<file path="src/rtl/if_fetch_ctrl_pkg.sv">
// Shared types and constants for the instruction-fetch sequencer.
package if_fetch_ctrl_pkg;

    localparam logic        RST_ENABLE      = 1'b1;
    localparam int          INST_ADDR_W     = 32;
    localparam int          INST_W          = 32;
    localparam logic [31:0] PC_RESET_VECTOR = 32'hbfc00000;

    typedef enum logic [1:0] {
        S_REQ     = 2'b00,
        S_WAIT    = 2'b01,
        S_VALID   = 2'b10,
        S_DISCARD = 2'b11
    } fetch_state_e;

    function automatic logic [INST_ADDR_W-1:0] pc_inc(input logic [INST_ADDR_W-1:0] pc);
        return pc + 32'd4;
    endfunction

endpackage

</file>
<file path="src/rtl/if_fetch_ctrl.sv">
// Fetch sequencer: owns the PC, one outstanding imem request, branch delay slot and flush.
// Latency: REQ -> WAIT -> VALID, 3 cycles per instruction with addr_ok/data_ok best case.
// Backpressure: stall_i holds the presented instruction and blocks the next request.
module if_fetch_ctrl
    import if_fetch_ctrl_pkg::*;
#(
    parameter logic [INST_ADDR_W-1:0] RESET_PC = PC_RESET_VECTOR
) (
    input  logic                   clk,
    input  logic                   rst,
    input  logic                   stall_i,
    input  logic                   flush_i,
    input  logic [INST_ADDR_W-1:0] flush_pc_i,
    input  logic                   branch_flag_i,
    input  logic [INST_ADDR_W-1:0] branch_target_address_i,
    output logic                   inst_req_o,
    output logic [INST_ADDR_W-1:0] inst_addr_o,
    input  logic                   inst_addr_ok_i,
    input  logic                   inst_data_ok_i,
    input  logic [INST_W-1:0]      inst_rdata_i,
    output logic                   if_valid_o,
    output logic [INST_ADDR_W-1:0] if_pc_o,
    output logic [INST_W-1:0]      if_inst_o,
    output logic                   stallreq_o
);

    fetch_state_e           state_q, state_d;
    logic [INST_ADDR_W-1:0] pc_q, pc_d;
    logic                   br_pend_q, br_pend_d;
    logic [INST_ADDR_W-1:0] br_target_q, br_target_d;
    logic [INST_ADDR_W-1:0] next_pc;
    logic                   consume;
    logic                   capture;

    assign consume = (state_q == S_VALID) && !stall_i;

    // A branch seen in the consume cycle wins over one remembered from earlier.
    always_comb begin
        next_pc = pc_inc(pc_q);
        if (branch_flag_i) begin
            next_pc = branch_target_address_i;
        end else if (br_pend_q) begin
            next_pc = br_target_q;
        end
    end

    always_comb begin
        state_d     = state_q;
        pc_d        = pc_q;
        br_pend_d   = br_pend_q;
        br_target_d = br_target_q;
        capture     = 1'b0;

        if (flush_i) begin
            pc_d      = flush_pc_i;
            br_pend_d = 1'b0;
            unique case (state_q)
                S_REQ:     state_d = inst_addr_ok_i ? S_DISCARD : S_REQ;
                S_WAIT:    state_d = inst_data_ok_i ? S_REQ : S_DISCARD;
                S_VALID:   state_d = S_REQ;
                S_DISCARD: state_d = inst_data_ok_i ? S_REQ : S_DISCARD;
                default:   state_d = S_REQ;
            endcase
        end else begin
            // Outside the consume cycle the in-flight instruction is the delay slot.
            if (branch_flag_i && !consume) begin
                br_pend_d   = 1'b1;
                br_target_d = branch_target_address_i;
            end
            unique case (state_q)
                S_REQ: begin
                    if (inst_addr_ok_i) state_d = S_WAIT;
                end
                S_WAIT: begin
                    if (inst_data_ok_i) begin
                        capture = 1'b1;
                        state_d = S_VALID;
                    end
                end
                S_VALID: begin
                    if (!stall_i) begin
                        pc_d      = next_pc;
                        br_pend_d = 1'b0;
                        state_d   = S_REQ;
                    end
                end
                S_DISCARD: begin
                    if (inst_data_ok_i) state_d = S_REQ;
                end
                default: state_d = S_REQ;
            endcase
        end
    end

    always_ff @(posedge clk) begin
        if (rst == RST_ENABLE) begin
            state_q     <= S_REQ;
            pc_q        <= RESET_PC;
            br_pend_q   <= 1'b0;
            br_target_q <= '0;
            if_pc_o     <= '0;
            if_inst_o   <= '0;
        end else begin
            state_q     <= state_d;
            pc_q        <= pc_d;
            br_pend_q   <= br_pend_d;
            br_target_q <= br_target_d;
            if (capture) begin
                if_pc_o   <= pc_q;
                if_inst_o <= inst_rdata_i;
            end
        end
    end

    assign inst_req_o  = (state_q == S_REQ);
    assign inst_addr_o = pc_q;
    assign if_valid_o  = (state_q == S_VALID);
    assign stallreq_o  = ~if_valid_o;

endmodule
</file>
<file path="config.mk">
export PLATFORM = sky130hd
export DESIGN_NAME = if_fetch_ctrl
export DESIGN_NICKNAME = d
export VERILOG_FILES = /design/src/rtl/if_fetch_ctrl_pkg.sv /design/src/rtl/if_fetch_ctrl.sv
export SDC_FILE = /design/constraint.sdc
export NUM_CORES = 1
export LEC_CHECK = 0
export CORE_MARGIN = 2
export CORE_UTILIZATION = 38
export DETAILED_ROUTE_END_ITERATION = 12
export GPL_TIMING_DRIVEN = 1
export PLACE_DENSITY_LB_ADDON = 0.15
export SLEW_MARGIN = 20
export SYNTH_ARGS = -nofsm -noshare
export SYNTH_HDL_FRONTEND = slang
export SYNTH_SLANG_ARGS = --single-unit
export TNS_END_PERCENT = 100
</file>
<file path="constraint.sdc">
create_clock -name clk -period 5.7 [get_ports clk]
set_clock_uncertainty 0.15 [all_clocks]
set_input_delay 0.57 -clock clk [delete_from_list [all_inputs] [get_ports clk]]
set_output_delay 0.57 -clock clk [all_outputs]
set_load 0.02 [all_outputs]
</file>
Yosys cells after proc, flatten, opt, wreduce, memory -nomap -nowiden

Index checks and enable logic that the tools add are counted.

Flip-flop bits (word level): 131
Input port bits: 103
Output and inout port bits: 99
Word-level logic and storage cells: 48

Add/subtract/negate cells: 1
Equal/unequal tests: 8
Mux-type cells: 20
Bitwise operators: 2
Reductions and logical operators: 11

Operators with widths:

| operator              | count |
|---|---|
| $mux 32               | 5 |
| $add 32x3->32 const B | 1 |
| $mux 2                | 7 |
| $ne 3x3->1 const B    | 3 |
| $pmux 2 s4            | 1 |
| $mux 1                | 6 |
| $pmux 2 s3            | 1 |
| $eq 2x2->1 const B    | 2 |
| $reduce_and 2->1      | 2 |
| $reduce_and 4->1      | 1 |
| $reduce_or 2->1       | 2 |
| $ne 3x2->1 const B    | 1 |
| $eq 2x1->1 const B    | 1 |
| $logic_and 1x1->1     | 2 |
| $logic_not 1->1       | 2 |
| $logic_not 2->1       | 1 |
| $ne 2x1->1 const B    | 1 |
| $not 1->1             | 2 |
| $reduce_bool 2->1     | 1 |

Depth between registers and ports, before layout

Gate-level depths: netlist of run 1.

Depth in word-level cells: 7
Gate-level depth with buffers: 8
Depth with buffers taken out: 6

Worst setup path before layout of run 1

No wires, ideal clock.

Kind: reg2reg
From: register pc_q[2] (netlist: inst_addr_o[2])
To: register pc_q[22] (netlist: inst_addr_o[22])
Setup time: 0.116 ns
Data arrival time: 1.889 ns
Path slack: 3.546 ns
Stages on the path, launching flop included: 8
Path through: dfxtp_1 -> ha_1 -> and4_1 -> buf_2 -> and2_2 -> nand4_1 -> mux2_1 -> a31o_1

Cells in the longest elaborated chain, start to end: 6

RTL lines:

| what                   | line                    | source |
|---|---|---|
| from (decl)            | if_fetch_ctrl.sv:28     | `logic [INST_ADDR_W-1:0] pc_q, pc_d;` |
| from (signal assigned) | if_fetch_ctrl.sv:105    | `pc_q <= pc_d;` |
| $add 32x3->32          | if_fetch_ctrl_pkg.sv:17 | `return pc + 32'd4;` |
| $mux 32                | if_fetch_ctrl.sv:42     | `end else if (br_pend_q) begin` |
| $mux 32                | if_fetch_ctrl.sv:40     | `if (branch_flag_i) begin` |
| $mux 32                | if_fetch_ctrl.sv:81     | `if (!stall_i) begin` |
| $mux 32                | if_fetch_ctrl.sv:70     | `unique case (state_q)` |
| $mux 32                | if_fetch_ctrl.sv:54     | `if (flush_i) begin` |

No other way between the ends. The select of a mux whose other input is x is not followed.
A chain may end at the register's enable or synchronous reset.

Worst setup path in the final report of run 1

From: input port stall_i
To: register br_target_q[28]

Cells in the longest elaborated chain, start to end: 5

RTL lines:

| what                       | line                 | source |
|---|---|---|
| from (decl)                | if_fetch_ctrl.sv:11  | `input logic stall_i,` |
| $logic_not 1->1            | --                   |  |
| $logic_and 1x1->1          | if_fetch_ctrl.sv:35  | `assign consume = (state_q == S_VALID) && !stall_i;` |
| $logic_not 1->1            | if_fetch_ctrl.sv:66  | `if (branch_flag_i && !consume) begin` |
| $logic_and 1x1->1          | if_fetch_ctrl.sv:66  |  |
| $reduce_and 2->1 (no line) | --                   |  |
| to (signal assigned)       | if_fetch_ctrl.sv:107 | `br_target_q <= br_target_d;` |
| to (decl)                  | if_fetch_ctrl.sv:30  | `logic [INST_ADDR_W-1:0] br_target_q, br_target_d;` |

No other way between the ends.

==> results of run 1 <==
## flip-flops by register name, summed over array words and instances (netlist names)
register	cells
br_pend_q	1
br_target_q	32
if_inst_o	32
if_pc_o	32
inst_addr_o	32
state_q	2
## power groups by stage
stage,Sequential [mW],Clock (mW),Combinational [mW]
after floorplan,1.04,0,0.165
after global placement,1.03,0,0.365
after detailed placement,1.03,0,0.366
after CTS,1.01,1.16,0.368
after global routing,1.01,1.19,0.397
final,1.01,1.14,0.368
## synthesized netlist by cell type (all sizes together), types with 6 or more instances
library cell / n
a211oi: 13
a21oi: 133
a221oi: 6
a31oi: 9
and3: 6
buf: 34
clkbuf: 37
dfxtp: 131
inv: 12
mux2i: 9
nand2: 250
nand2b: 6
nand3: 19
nand4: 8
nor2: 36
nor3: 19
nor4: 6
o211ai: 9
o21ai: 19
o311ai: 6
xnor2: 7
## cells by family after synthesis
logic type / count (synthesis) / synth area share [%]
simple gates: 372 / 26.4
compound gates: 234 / 22.3
flops: 131 / 41.4
buf+inv: 83 / 5.93
mux: 13 / 2.14
xor+xnor: 11 / 1.52
fa+ha+maj: 1 / 0.198
## worst max-delay path, delay by kind of cell
kind,cells,cell delay [ps]
buffers and inverters,2,820
AND/OR/NAND/NOR,4,1470
AO/OA/AOI/OAI,1,80
## per-stage QoR
step / util, % / worst slack (ps)
floorplan: - / 3550
global placement: 51.0 / 2150
detailed placement: 51.0 / 2110
CTS: 54.7 / 2530
global route: 54.7 / 2670
finish: 54.7 / 2850
## worst paths after layout
kind | start | cells after the start | slack [ps] | end
hold reg to reg | if_inst_o[24] | 2 | 300 | if_inst_o[24]
hold / removal | if_inst_o[24] | 2 | 300 | if_inst_o[24]
setup reg to reg | state_q[0] | 6 | 3010 | br_target_q[28]
setup / recovery | stall_i | 7 | 2850 | br_target_q[28]
## layer usage
layer | GRT usage (%) | up-vias | routed length [um]
li1 | - | 3249 | -
met1 | 33.0 | 3032 | 9710
met2 | 35.5 | 301 | 9300
met3 | 5.25 | 30 | 1630
met4 | 8.36 | 0 | 382
met5 | 0 | - | 0
## cell type report
class / instances / share of cell area, %
Inverter: 12 / 0.502
Clock buffer: 18 / 4.89
Tap cell: 220 / 3.06
Clock inverter: 14 / 1.99
Timing Repair Buffer: 211 / 23.2
Multi-Input combinational cell: 631 / 37.2
Sequential cell: 131 / 29.2
==> run_results.csv, run 1 <==
group,metric,value,unit
sta,final-max-slew-violation-count,0,
synthesis,synth_seq_area_share,41.4,%
clock_tree,clkTransAtPathRegs,60,ps
synthesis,synth_edf_count,0,
clock_tree,cts.sink_count,131,
power,power.total,2.52,mW
synthesis,synth_area_leaders,"dfxtp_1 (41%), nand2_1 (15%), a21oi_1 (11%)",
cells_and_area,fin_cells,1237,
run_status,status,"finished, final reports clean",
floorplanning,die-height,133,um
cells_and_area,nFillCells,1577,
cells_and_area,final_common_cell,"nand2_1",
critical_path,cpMaxStageDelayCell,"nor2_1",
floorplanning,dieWidth,133,um
clock_tree,cts_tree,"built",
power,power_density,280,nW/um^2
routing,ant_nets,0,
power,combPwrFrac,14.6,%
power,p_seq_share,40.0,%
critical_path,cp_max_fo,32,
synthesis,synth-seq-cells,131,
cells_and_area,final_nets,1108,
placement,portBuffers,201,
clock_tree,cts_buffer_depth,2,
sta,hold_viol_final,0,
synthesis,synth_top_area_share,41.4,%
clock_tree,htreeDepth,4,
sta,setup_violations,0,
critical_path,cp-end-kind,"register",
grt,antenna_found_initial,0,
cells_and_area,layout_common_cells,"nand2_1 (249), clkdlybuf4s50_1 (199), a21oi_1 (133)",
sta,period_needed,2850,ps
clock_tree,cts_resized,0,
floorplanning,start_util,38.6,%
min_path,min-delay-path-class,"reg -> reg",
synthesis,synthFlopType,"dfxtp_1",
sta,rsz0062_at_grt,"false",
clock_tree,postCtsHoldBufs,0,
floorplanning,io_pins,202,
clock_tree,cts_buffers,17,
placement,place_inst,1205,
cells_and_area,layout-drive-gt1-share,6.19,%
grt,groute.usage.overall,23.5,%
cells_and_area,n_antenna_cell,0,
sta,clock.fmax,0.351,GHz
routing,drc,0,
sta,slew-limit-headroom,27.7,%
placement,place_area,8360,sq um
grt,grt_pass1_vias,5866,
job,drv_cap,0,
clock_tree,cts-root-buf,"clkbuf_16",
floorplanning,core_area,16400,sq um
routing,wire_per_inst,17.0,um
critical_path,required,5820,ps
critical_path,crit_arrival,2970,ps
placement,dp_hpwl,14000,um
power,swShare,27.1,%
synthesis,syn-num-nets,949,
routing,vias,6612,
routing,drtPass1Iterations,5,
sta,worst_pin_slew,1080,ps
synthesis,avgSynthCellArea,7.49,sq um
power,pwr-share-clk,45.3,%
routing,vias_per_cell,5.35,
cells_and_area,multi_input_area,3340,sq um
sta,whs,300,ps
cells_and_area,seq_area,2620,sq um
sta,final.setup.tns,0,ps
power,p_leak,3.07,nW
synthesis,synthCells,845,
cells_and_area,finish.instance_area,8980,sq um
synthesis,ys_async_sr_fraction,0,%
clock_tree,post_cts_buffers,0,
critical_path,slowest_delay,600,ps
critical_path,cp_cell_sequence,"clkdlybuf4s50_1 > nor3b_2 > buf_4 > nor2_1 > nand2_2 > nand2_1 > a21oi_1",
routing,wl,21000,um
floorplanning,rows,47,
synthesis,synth_top_cell_by_area,"dfxtp_1",
critical_path,critPathKind,"in -> reg",
synthesis,syn_area,6330,sq um
synthesis,yosys_warnings,0,
power,vdd_ir_drop_max,0.000221,V
power,switchingPower,0.682,mW
cells_and_area,area_growth,41.9,%
power,power.internal,1.83,mW
clock_tree,insertion_delay,420,ps
critical_path,setup.worst_path.start_class,"input port",
grt,grt_max_degree,78,
synthesis,synth_cell_types,67,
placement,gp_congestion,0.825,
grt,overflow,0,
sta,period_share,49.9,%
floorplanning,die-area,17700,sq um
grt,grt_pass1_wl,32900,um
routing,drtIter0Drc,526,
(Power assumes the default switching activity.)
==> run 2, diff against run 1 <==
- clock period: 5.7 -> 2.5 ns (I/O delays scaled with it)
==> run_results.csv, run 2 (synthesis gave the netlist of run 1 again) <==
group,metric,value,unit
power,p_seq_share,40.8,%
critical_path,cp_max_fo,8,
clock_tree,cts_buffers,17,
cells_and_area,layout_common_cells,"nand2_1 (250), clkdlybuf4s50_1 (199), a21oi_1 (133)",
floorplanning,start_util,38.6,%
critical_path,rr_worst_depth,6,
placement,gp_congestion,0.876,
cells_and_area,final_nets,1139,
placement,portBuffers,201,
critical_path,ff2ff_setup_slack,360,ps
grt,grt_max_degree,71,
sta,period_needed,2150,ps
routing,drc,0,
min_path,min-delay-path-class,"in -> reg",
routing,wire_per_inst,16.7,um
cells_and_area,fin_cells,1268,
floorplanning,die-height,133,um
clock_tree,cts.sink_count,131,
grt,overflow,0,
critical_path,timing.rr.start,"inst_addr_o[3]",
cells_and_area,final_common_cell,"nand2_1",
routing,drtPass1Iterations,5,
floorplanning,io_pins,202,
sta,final.setup.tns,0,ps
grt,groute.usage.overall,23.7,%
clock_tree,cts-root-buf,"clkbuf_16",
critical_path,crit_end,"if_valid_o",
routing,drtIter0Drc,530,
sta,setup_violations,0,
clock_tree,post_cts_buffers,0,
power,power.internal,4.00,mW
routing,vias,6618,
clock_tree,cts_resized,0,
power,swShare,28.0,%
clock_tree,cts_tree,"built",
cells_and_area,final_util,56.1,%
clock_tree,cts_buffer_depth,2,
critical_path,startpoint,"state_q[1]",
routing,ant_nets,0,
clock_tree,htreeDepth,4,
critical_path,setup.worst_path.start_class,"register",
sta,clock.fmax,0.464,GHz
power,power.total,5.55,mW
placement,dp_slack,209,ps
sta,setup_ws,347,ps
routing,vias_per_cell,5.22,
job,drv_cap,0,
routing,wl,21200,um
power,switchingPower,1.56,mW
power,p_leak,3.21,nW
floorplanning,dieWidth,133,um
cells_and_area,layout-drive-gt1-share,8.87,%
power,pwr-share-clk,42.6,%
floorplanning,core_area,16400,sq um
sta,rsz0062_at_grt,"false",
clock_tree,postCtsHoldBufs,0,
run_status,status,"finished, final reports clean",
critical_path,r2r-end,"inst_addr_o[22]",
floorplanning,die-area,17700,sq um
sta,slew-limit-headroom,49.1,%
floorplanning,rows,47,
power,vdd_ir_drop_max,0.000448,V
critical_path,required,2100,ps
power,power_density,603,nW/um^2
grt,grt_pass1_wl,33400,um
placement,dp_hpwl,15000,um
grt,antenna_found_initial,0,
power,combPwrFrac,16.6,%
sta,period_share,86.1,%
sta,final-max-slew-violation-count,0,
critical_path,cp-end-kind,"output pin",
clock_tree,clkTransAtPathRegs,60,ps
cells_and_area,area_growth,45.5,%
sta,hold_viol_final,0,
sta,worst_pin_slew,763,ps
critical_path,crit_arrival,1750,ps
cells_and_area,n_antenna_cell,0,
placement,place_inst,1236,
grt,grt_pass1_vias,6075,
cells_and_area,nFillCells,1562,
critical_path,critPathKind,"reg -> out",
clock_tree,insertion_delay,410,ps
## run 2: cell count changes in the layout (fill, tap and decap cells not counted)
cell        before  now
clkinv_4         5    3
clkinvlp_4       3    5
buf_4           11   38
clkbuf_8         1    0
bufinv_16        3    1
nand2_1        249  250
nand2_2          1    0
clkinv_2         1    3
buf_12           0    4
inv_6            2    3
## run 2: layout make-up
class                           instances  area (sq um)  share of cell area [%]
Clock buffer                           17           425                    4.62
Multi-Input combinational cell        631          3340                    36.3
Timing Repair Buffer                  242          2360                    25.7
Sequential cell                       131          2620                    28.5
Inverter                               12          45.0                   0.489
Clock inverter                         15           135                    1.47
Tap cell                              220           275                    2.99
## run 2: layer usage
metal	vias up	GRT usage, %	wire length, um
met2	273	35.6	9400
li1	3315	-	-
met1	3014	34.1	10000
met5	-	0	0
met4	0	7.17	234
met3	16	5.02	1470
## run 2: how the worst min path moves through the flow
stage,from,endpoint,slack (ps),depth (start not counted)
6_report,flush_i,inst_addr_o[20],140,3
5_1_grt,flush_i,inst_addr_o[20],140,3
4_1_cts,flush_i,inst_addr_o[20],120,3
3_5_place_dp,if_inst_o[23],if_inst_o[23],300,2
3_3_place_gp,br_target_q[26],br_target_q[26],290,2
2_1_floorplan,branch_target_address_i[25],br_target_q[25],240,2
## run 2: metrics by stage
stage,hold slack (ps),area [sq um]
2_1_floorplan,236,6330
3_3_place_gp,290,8640
3_5_place_dp,295,8640
4_1_cts,125,9200
5_1_grt,140,9200
6_report,141,9200
## run 2: critical path: stages, from the launching register on
cell and delay [ps]:
dfxtp_1 450, nor2b_1 250, clkdlybuf4s50_1 640
## run 2: power groups by stage
stage                     logic (mW)  clock network (mW)  registers, mW
final                          0.923                2.36           2.27
after global routing           0.999                2.51           2.28
after floorplan                0.376                   0           2.37
after CTS                      0.924                2.40           2.26
after global placement         0.918                   0           2.31
after detailed placement       0.920                   0           2.31
==> run 3, diff against run 2 <==
- SKIP_CTS_REPAIR_TIMING: default -> 1
- clock period: 2.5 -> 2.4 ns (I/O delays scaled with it)
==> run_results.csv, run 3 (synthesis gave the netlist of run 1 again) <==
group,metric,value,unit
clock_tree,cts_tree,"built",
routing,vias_per_cell,5.26,
critical_path,cp_max_fo,11,
routing,drtIter0Drc,613,
job,drv_cap,0,
critical_path,setup.worst_path.start_class,"register",
floorplanning,rows,47,
grt,grt_max_degree,74,
power,power_density,631,nW/um^2
placement,dp_hpwl,15100,um
sta,period_needed,2160,ps
cells_and_area,multi_input_area,3340,sq um
run_status,status,"finished, final reports clean",
critical_path,critPathKind,"reg -> reg",
power,power.total,5.85,mW
floorplanning,io_pins,202,
cells_and_area,nFillCells,1597,
sta,period_share,90.1,%
clock_tree,cts_buffer_depth,2,
cells_and_area,final_common_cell,"nand2_1",
grt,grt_pass1_vias,6011,
routing,wl,21600,um
clock_tree,clkTransAtPathRegs,60,ps
clock_tree,cts.sink_count,131,
power,p_leak,3.25,nW
sta,final-max-slew-violation-count,0,
min_path,min-delay-path-class,"in -> reg",
routing,ant_nets,0,
placement,portBuffers,201,
placement,gp_congestion,0.835,
cells_and_area,layout_common_cells,"nand2_1 (250), clkdlybuf4s50_1 (199), a21oi_1 (133)",
critical_path,rr_worst_depth,5,
grt,overflow,0,
min_path,min_path_cells,2,
clock_tree,cts-root-buf,"clkbuf_16",
sta,setup_violations,0,
sta,whs,78.3,ps
clock_tree,insertion_delay,420,ps
cells_and_area,final_nets,1145,
routing,wire_per_inst,16.9,um
routing,drc,0,
routing,drtPass1Iterations,5,
floorplanning,start_util,38.6,%
sta,final.setup.tns,0,ps
grt,groute.usage.overall,24.1,%
sta,clock.fmax,0.463,GHz
floorplanning,dieWidth,133,um
critical_path,slowest_delay,480,ps
floorplanning,die-height,133,um
cells_and_area,finish.instance_area,9280,sq um
power,vdd_ir_drop_max,0.000512,V
grt,antenna_found_initial,0,
critical_path,path_depth,5,
cells_and_area,n_antenna_cell,0,
clock_tree,htreeDepth,4,
placement,place_area,8700,sq um
cells_and_area,area_growth,46.6,%
placement,place_inst,1242,
sta,rsz0062_at_grt,"false",
critical_path,cp-end-kind,"register",
floorplanning,core_area,16400,sq um
critical_path,required,2550,ps
critical_path,cpMaxStageDelayCell,"dfxtp_1",
sta,hold_viol_final,0,
critical_path,cp.buffers_inverters,0,
grt,grt_pass1_wl,33800,um
cells_and_area,layout-drive-gt1-share,9.39,%
routing,vias,6700,
critical_path,cp_cell_sequence,"and4_1 > nand4_4 > nor4_4 > mux2i_1 > a21oi_1",
sta,worst_pin_slew,493,ps
critical_path,worst_path_dominant_cell_family,"simple AND/OR/NAND/NOR gates",
floorplanning,die-area,17700,sq um
clock_tree,cts_buffers,17,
sta,slew-limit-headroom,67.0,%
cells_and_area,seq_area,2620,sq um
critical_path,crit_arrival,2320,ps
cells_and_area,fin_cells,1274,
-- run 3: cell types whose count changed in the layout (fill, tap and decap cells not counted), sizes merged --
cell / before / now
clkinvlp: 5 / 6
clkinv: 6 / 5
buf: 43 / 49
clkbuf: 17 / 20
inv: 15 / 12
-- run 3: path summary, 6_finish.rpt --
kind                   from               to  slack, ps
min reg2reg    if_inst_o[1]     if_inst_o[1]        300
max reg2reg  inst_addr_o[8]  inst_addr_o[31]        240
min                     rst  inst_addr_o[19]         80
max          inst_addr_o[8]  inst_addr_o[31]        240
-- run 3: metrics by stage --
| step | setup WS, ps | util (%) |
|---|---|---|
| 6_report | 238 | 56.5 |
| 5_1_grt | 105 | 56.5 |
| 4_1_cts | 239 | 56.5 |
| 3_5_place_dp | 93.2 | 53.0 |
| 3_3_place_gp | 119 | 53.0 |
| 2_1_floorplan | 246 | - |
-- run 3: final cells by class --
cell class	count	area share, %
inverters	12	0.486
multi-input cells	631	36.0
clock inverters	12	1.16
clock buffers	20	5.03
well taps	220	2.97
repair buffers	248	26.1
flip-flops and latches	131	28.3
-- run 3: where the power goes --
| group | switching (mW) | internal [mW] |
|---|---|---|
| Sequential | 0.0846 | 2.27 |
| Combinational | 0.514 | 0.468 |
| Clock | 1.01 | 1.50 |
| Total | 1.61 | 4.24 |
-- run 3: metal layers --
layer,vias up,global-route usage [%],routed length [um]
met5,-,0,0
met4,0,6.99,401
met3,29,5.79,1510
met2,285,34.9,9370
met1,3066,35.4,10300
li1,3320,-,-
==> edit 1, RTL diff (flow settings as in run 2) <==
`RST_ENABLE`: 1'b1 -> 1'b0.
--- a/src/rtl/if_fetch_ctrl_pkg.sv
+++ b/src/rtl/if_fetch_ctrl_pkg.sv
@@ -2,5 +2,5 @@
 package if_fetch_ctrl_pkg;
 
-    localparam logic        RST_ENABLE      = 1'b1;
+    localparam logic        RST_ENABLE      = 1'b0;
     localparam int          INST_ADDR_W     = 32;
     localparam int          INST_W          = 32;
Check against the original RTL: not equivalent (a bounded check fails within 4 cycles, from zero or initial values).
==> edit 1 against run 2 <==
  * Utilization grew 2.0 points
  * Via count up 1.1%
  * Sequential cell count unchanged
  * Worst setup slack got worse by 0.15 ns
  * Clock power increased by 8%
  * Power grew 3.3%
  * Critical endpoint is now inst_addr_o[22]
  * Synthesized cell count shrank 0.83%
  * Global-route usage up 0.51 points
  * First-iteration DRC count up 11%
  * Area after synthesis shrank 2.9%
  * Routed wire length up 1.2%
  * Fmax decreased by 6.6%
  * Final area is 0.15% lower
==> edit 1: results (changes against run 2) <==
initial DRC count -> 589 (+11%)
HP Start -> inst_rdata_i[25]
post-synthesis sequential area ratio -> 42.69% (+1.2 points)
Pre-antenna DRT Iters -> 4 (-1)
register-to-register setup slack -> 0.19 ns (-0.17 ns)
Hold EP -> if_inst_o[25]
Signal buf overhead -> 26.19% (+0.53 points)
Synth Area in Adders -> 0.2037% (+0.0059 points)
worst slew pin tran -> 0.6883 ns (-0.07482 ns)
Post-Route M1 WL -> 9581 µm (-4.6%)
CP max-delay cell -> or4_1
Placer Congestion -> 0.9426 (+7.7%)
routed length on met3 -> 1664 µm (+13%)
Synth Area in Compound Gates -> 23.32% (+0.97 points)
crit-path leading delay family -> simple AND/OR/NAND/NOR gates
met2 usage -> 37.22% (+1.6 points)
placed cell areas -> 8587 µm² (-0.65%)
# Taps -> 216 (-1.8%)
multi-input combinational area share -> 35.26% (-1.0 points)
FF-to-FF End -> inst_addr_o[22]
max frequency -> 433.6 MHz (-6.6%)
Post-DP HPWL -> 15350 µm (+2.6%)
first-pass GRT wire length -> 33070 µm (-0.93%)
crit path max fanout -> 5 (-3)
Seq area share -> 28.54% (+0.043 points)
grt met3 use -> 6.520% (+1.5 points)
via count -> 6694 (+1.1%)
largest net degree at the start of global routing -> 65 (-8.5%)
Final #Nets -> 1148 (+0.79%)
fill count -> 1510 (-3.3%)
synthesized-area fraction occupied by xor and xnor cells -> 1.711% (+0.19 points)
worst reg2reg path depth -> 5 (-1)
WL met2 -> 9489 µm (+0.93%)
ClkCell Share -> 6.562% (+0.47 points)
net count after synthesis -> 942 (-0.74%)
detailed-route wire length -> 21400 µm (+1.2%)
CP startpoint -> inst_addr_o[13]
vias in the first global route -> 6068 (-0.12%)
met1 Use GR -> 32.26% (-1.8 points)
most frequent cells after synthesis -> 246 x nand2_1, 134 x a21oi_1, 131 x dfxtp_1
total track usage -> 24.24% (+0.51 points)
share of layout cells above drive strength 1 -> 9.272% (+0.40 points)
synth top area cells -> dfxtp_1 43%, nand2_1 15%, a21oi_1 11%
Max stage delay on crit path -> 0.60 ns (-0.04 ns)
number of non-clock buffers -> 251 (+3.7%)
status -> completed
CP arrival -> 2.50 ns (+0.75 ns)
crit path kind -> reg2reg
Min Hold Slack -> 0.2233 ns (+0.08242 ns)
Unique masters post-synth -> 58 (-13%)
multiplexer share of the synthesized area -> 1.161% (-0.97 points)
inverters -> 12 (unchanged)
Leak Pwr -> 3.271 nW (+1.9%)
Ys Warns -> 0 (unchanged)
## edit 1: changes by cell type after synthesis, moves of 5 or more
| cell | run 2 | this run |
|---|---|---|
| nor2b_1 | 2 | 10 |
| o21ai_0 | 15 | 41 |
| clkbuf_1 | 37 | 53 |
| o31ai_1 | 2 | 7 |
| a221oi_1 | 6 | 1 |
| a31oi_1 | 9 | 3 |
| buf_2 | 18 | 1 |
| a211oi_1 | 13 | 7 |
## edit 1: stage by stage
| step | util [%] | power, W | instances |
|---|---|---|---|
| finish | 58.06 | 0.005735 | 1273 |
| floorplan | - | 0.002731 | 838 |
| detailed placement | 54.25 | 0.003228 | 1241 |
| global route | 58.06 | 0.005962 | 1273 |
| CTS | 58.06 | 0.005771 | 1273 |
| global placement | 54.25 | 0.003225 | 1241 |
## edit 1: power breakdown
group          switching, W  internal, W  total, W
combinational      0.000484     0.000442  0.000926
clock              0.000951      0.00159   0.00254
sequential        0.0000903      0.00218   0.00227
total               0.00153      0.00421   0.00573
==> edit 2, RTL diff (flow settings as in run 2) <==
Made on the original files. Re-encode `fetch_state_e` (4 states) as one-hot, 4 bits wide.
--- a/src/rtl/if_fetch_ctrl_pkg.sv
+++ b/src/rtl/if_fetch_ctrl_pkg.sv
@@ -7,9 +7,9 @@
     localparam logic [31:0] PC_RESET_VECTOR = 32'hbfc00000;
 
-    typedef enum logic [1:0] {
-        S_REQ     = 2'b00,
-        S_WAIT    = 2'b01,
-        S_VALID   = 2'b10,
-        S_DISCARD = 2'b11
+    typedef enum logic [3:0] {
+        S_REQ     = 4'b0001,
+        S_WAIT    = 4'b0010,
+        S_VALID   = 4'b0100,
+        S_DISCARD = 4'b1000
     } fetch_state_e;
 
Formal check against the unedited RTL: no difference found for any inputs over 4 cycles, from zero or initial values and one cycle with rst high; so few cycles prove little.
==> edit 2 against run 2 <==
  * Worst setup slack lost 0.14 ns
  * Final cell count grew 2.5%
  * Final area grew 2.1%
  * Sequential cell count grew 2
  * Routed wire length grew 4.6%
  * Area after synthesis shrank 0.87%
  * Power shrank 3.6%
  * Non-clock buffer count grew 23
  * Critical path type unchanged
==> edit 2: results (changes against run 2) <==
Avg Inst Size Synth -> 7.362 µm² (-1.7%)
post-DR wirelength/cell -> 17.02 µm (+2.0%)
first-pass GRT wire length -> 34170 µm (+2.4%)
Via density -> 5.401 (+3.5%)
largest net degree at the start of global routing -> 59 (-17%)
worst reg2reg path depth -> 6 (unchanged)
vias in the first global route -> 6299 (+3.7%)
WL met2 -> 10060 µm (+7.0%)
crit-path leading delay family -> simple AND/OR/NAND/NOR gates
Place WS -> 0.2103 ns (+0.001645 ns)
post-synthesis sequential area ratio -> 42.45% (+1.0 points)
Placer Congestion -> 0.9126 (+4.2%)
Final #Nets -> 1175 (+3.2%)
clock power share -> 44.1% (+1.5 points)
Psw -> 0.001363 W (-12%)
placed cell areas -> 8837 µm² (+2.2%)
crit path max fanout -> 6 (-2)
CP max-delay cell -> or4b_1
Pre-antenna DRT Iters -> 5 (unchanged)
Internal -> 0.003991 W (-0.10%)
CP arrival -> 1.90 ns (+0.15 ns)
met1 Use GR -> 33.48% (-0.61 points)
status -> completed
met2 usage -> 38.43% (+2.8 points)
initial DRC count -> 642 (+21%)
DP Cell Count -> 1268 (+2.6%)
total track usage -> 24.51% (+0.78 points)
Post-Route M1 WL -> 9665 µm (-3.8%)
detailed-route wire length -> 22120 µm (+4.6%)
Post-DP HPWL -> 15790 µm (+5.6%)
synth top area cells -> dfxtp_1 42%, nand2_1 15%, a21oi_1 11%
maximum vdd ir drop -> 0.4738 mV (+5.7%)
Post-CTS Resized -> 2 (+2)
routed length on met3 -> 1993 µm (+36%)
sequential share of power -> 41.9% (+1.1 points)
hold path cells -> 2 (-1)
grt met3 use -> 5.211% (+0.19 points)
net count after synthesis -> 956 (+0.74%)
most frequent cells after synthesis -> 247 x nand2_1, 133 x dfxtp_1, 132 x a21oi_1
Max stage delay on crit path -> 0.61 ns (-0.03 ns)
Unique masters post-synth -> 62 (-7.5%)
worst slew pin tran -> 0.6763 ns (-0.08682 ns)
Leak Pwr -> 3.405 nW (+6.1%)
==> edit 2: worst paths after layout <==
kind | end | slack, ns | start
setup / recovery | stallreq_o | 0.20 | state_q[0]
hold / removal | br_target_q[8] | 0.04 | rst
setup reg to reg | inst_addr_o[14] | 0.21 | br_pend_q
hold reg to reg | if_inst_o[13] | 0.30 | if_inst_o[13]
==> edit 2: layout make-up <==
class	count	area, µm²
timing repair buffer	265	2547
clock buffer	23	478.0
tap	216	270.3
multi-input combinational	645	3318
inverter	9	38.79
fill	1532	6608
sequential	133	2663
clock inverter	9	77.57
==> edit 2: cell families (layout without fill, tap and decap cells) <==
group	after synthesis	count (layout)	synth area share (%)
adder cells (fa/ha/maj)	1	1	0.1994
AO/OA/AOI/OAI	244	244	22.98
AND/OR/NAND/NOR	376	376	25.99
XOR/XNOR	7	7	0.9775
buffers and inverters	74	306	4.668
flip-flops	133	133	42.45
multiplexers	17	17	2.733
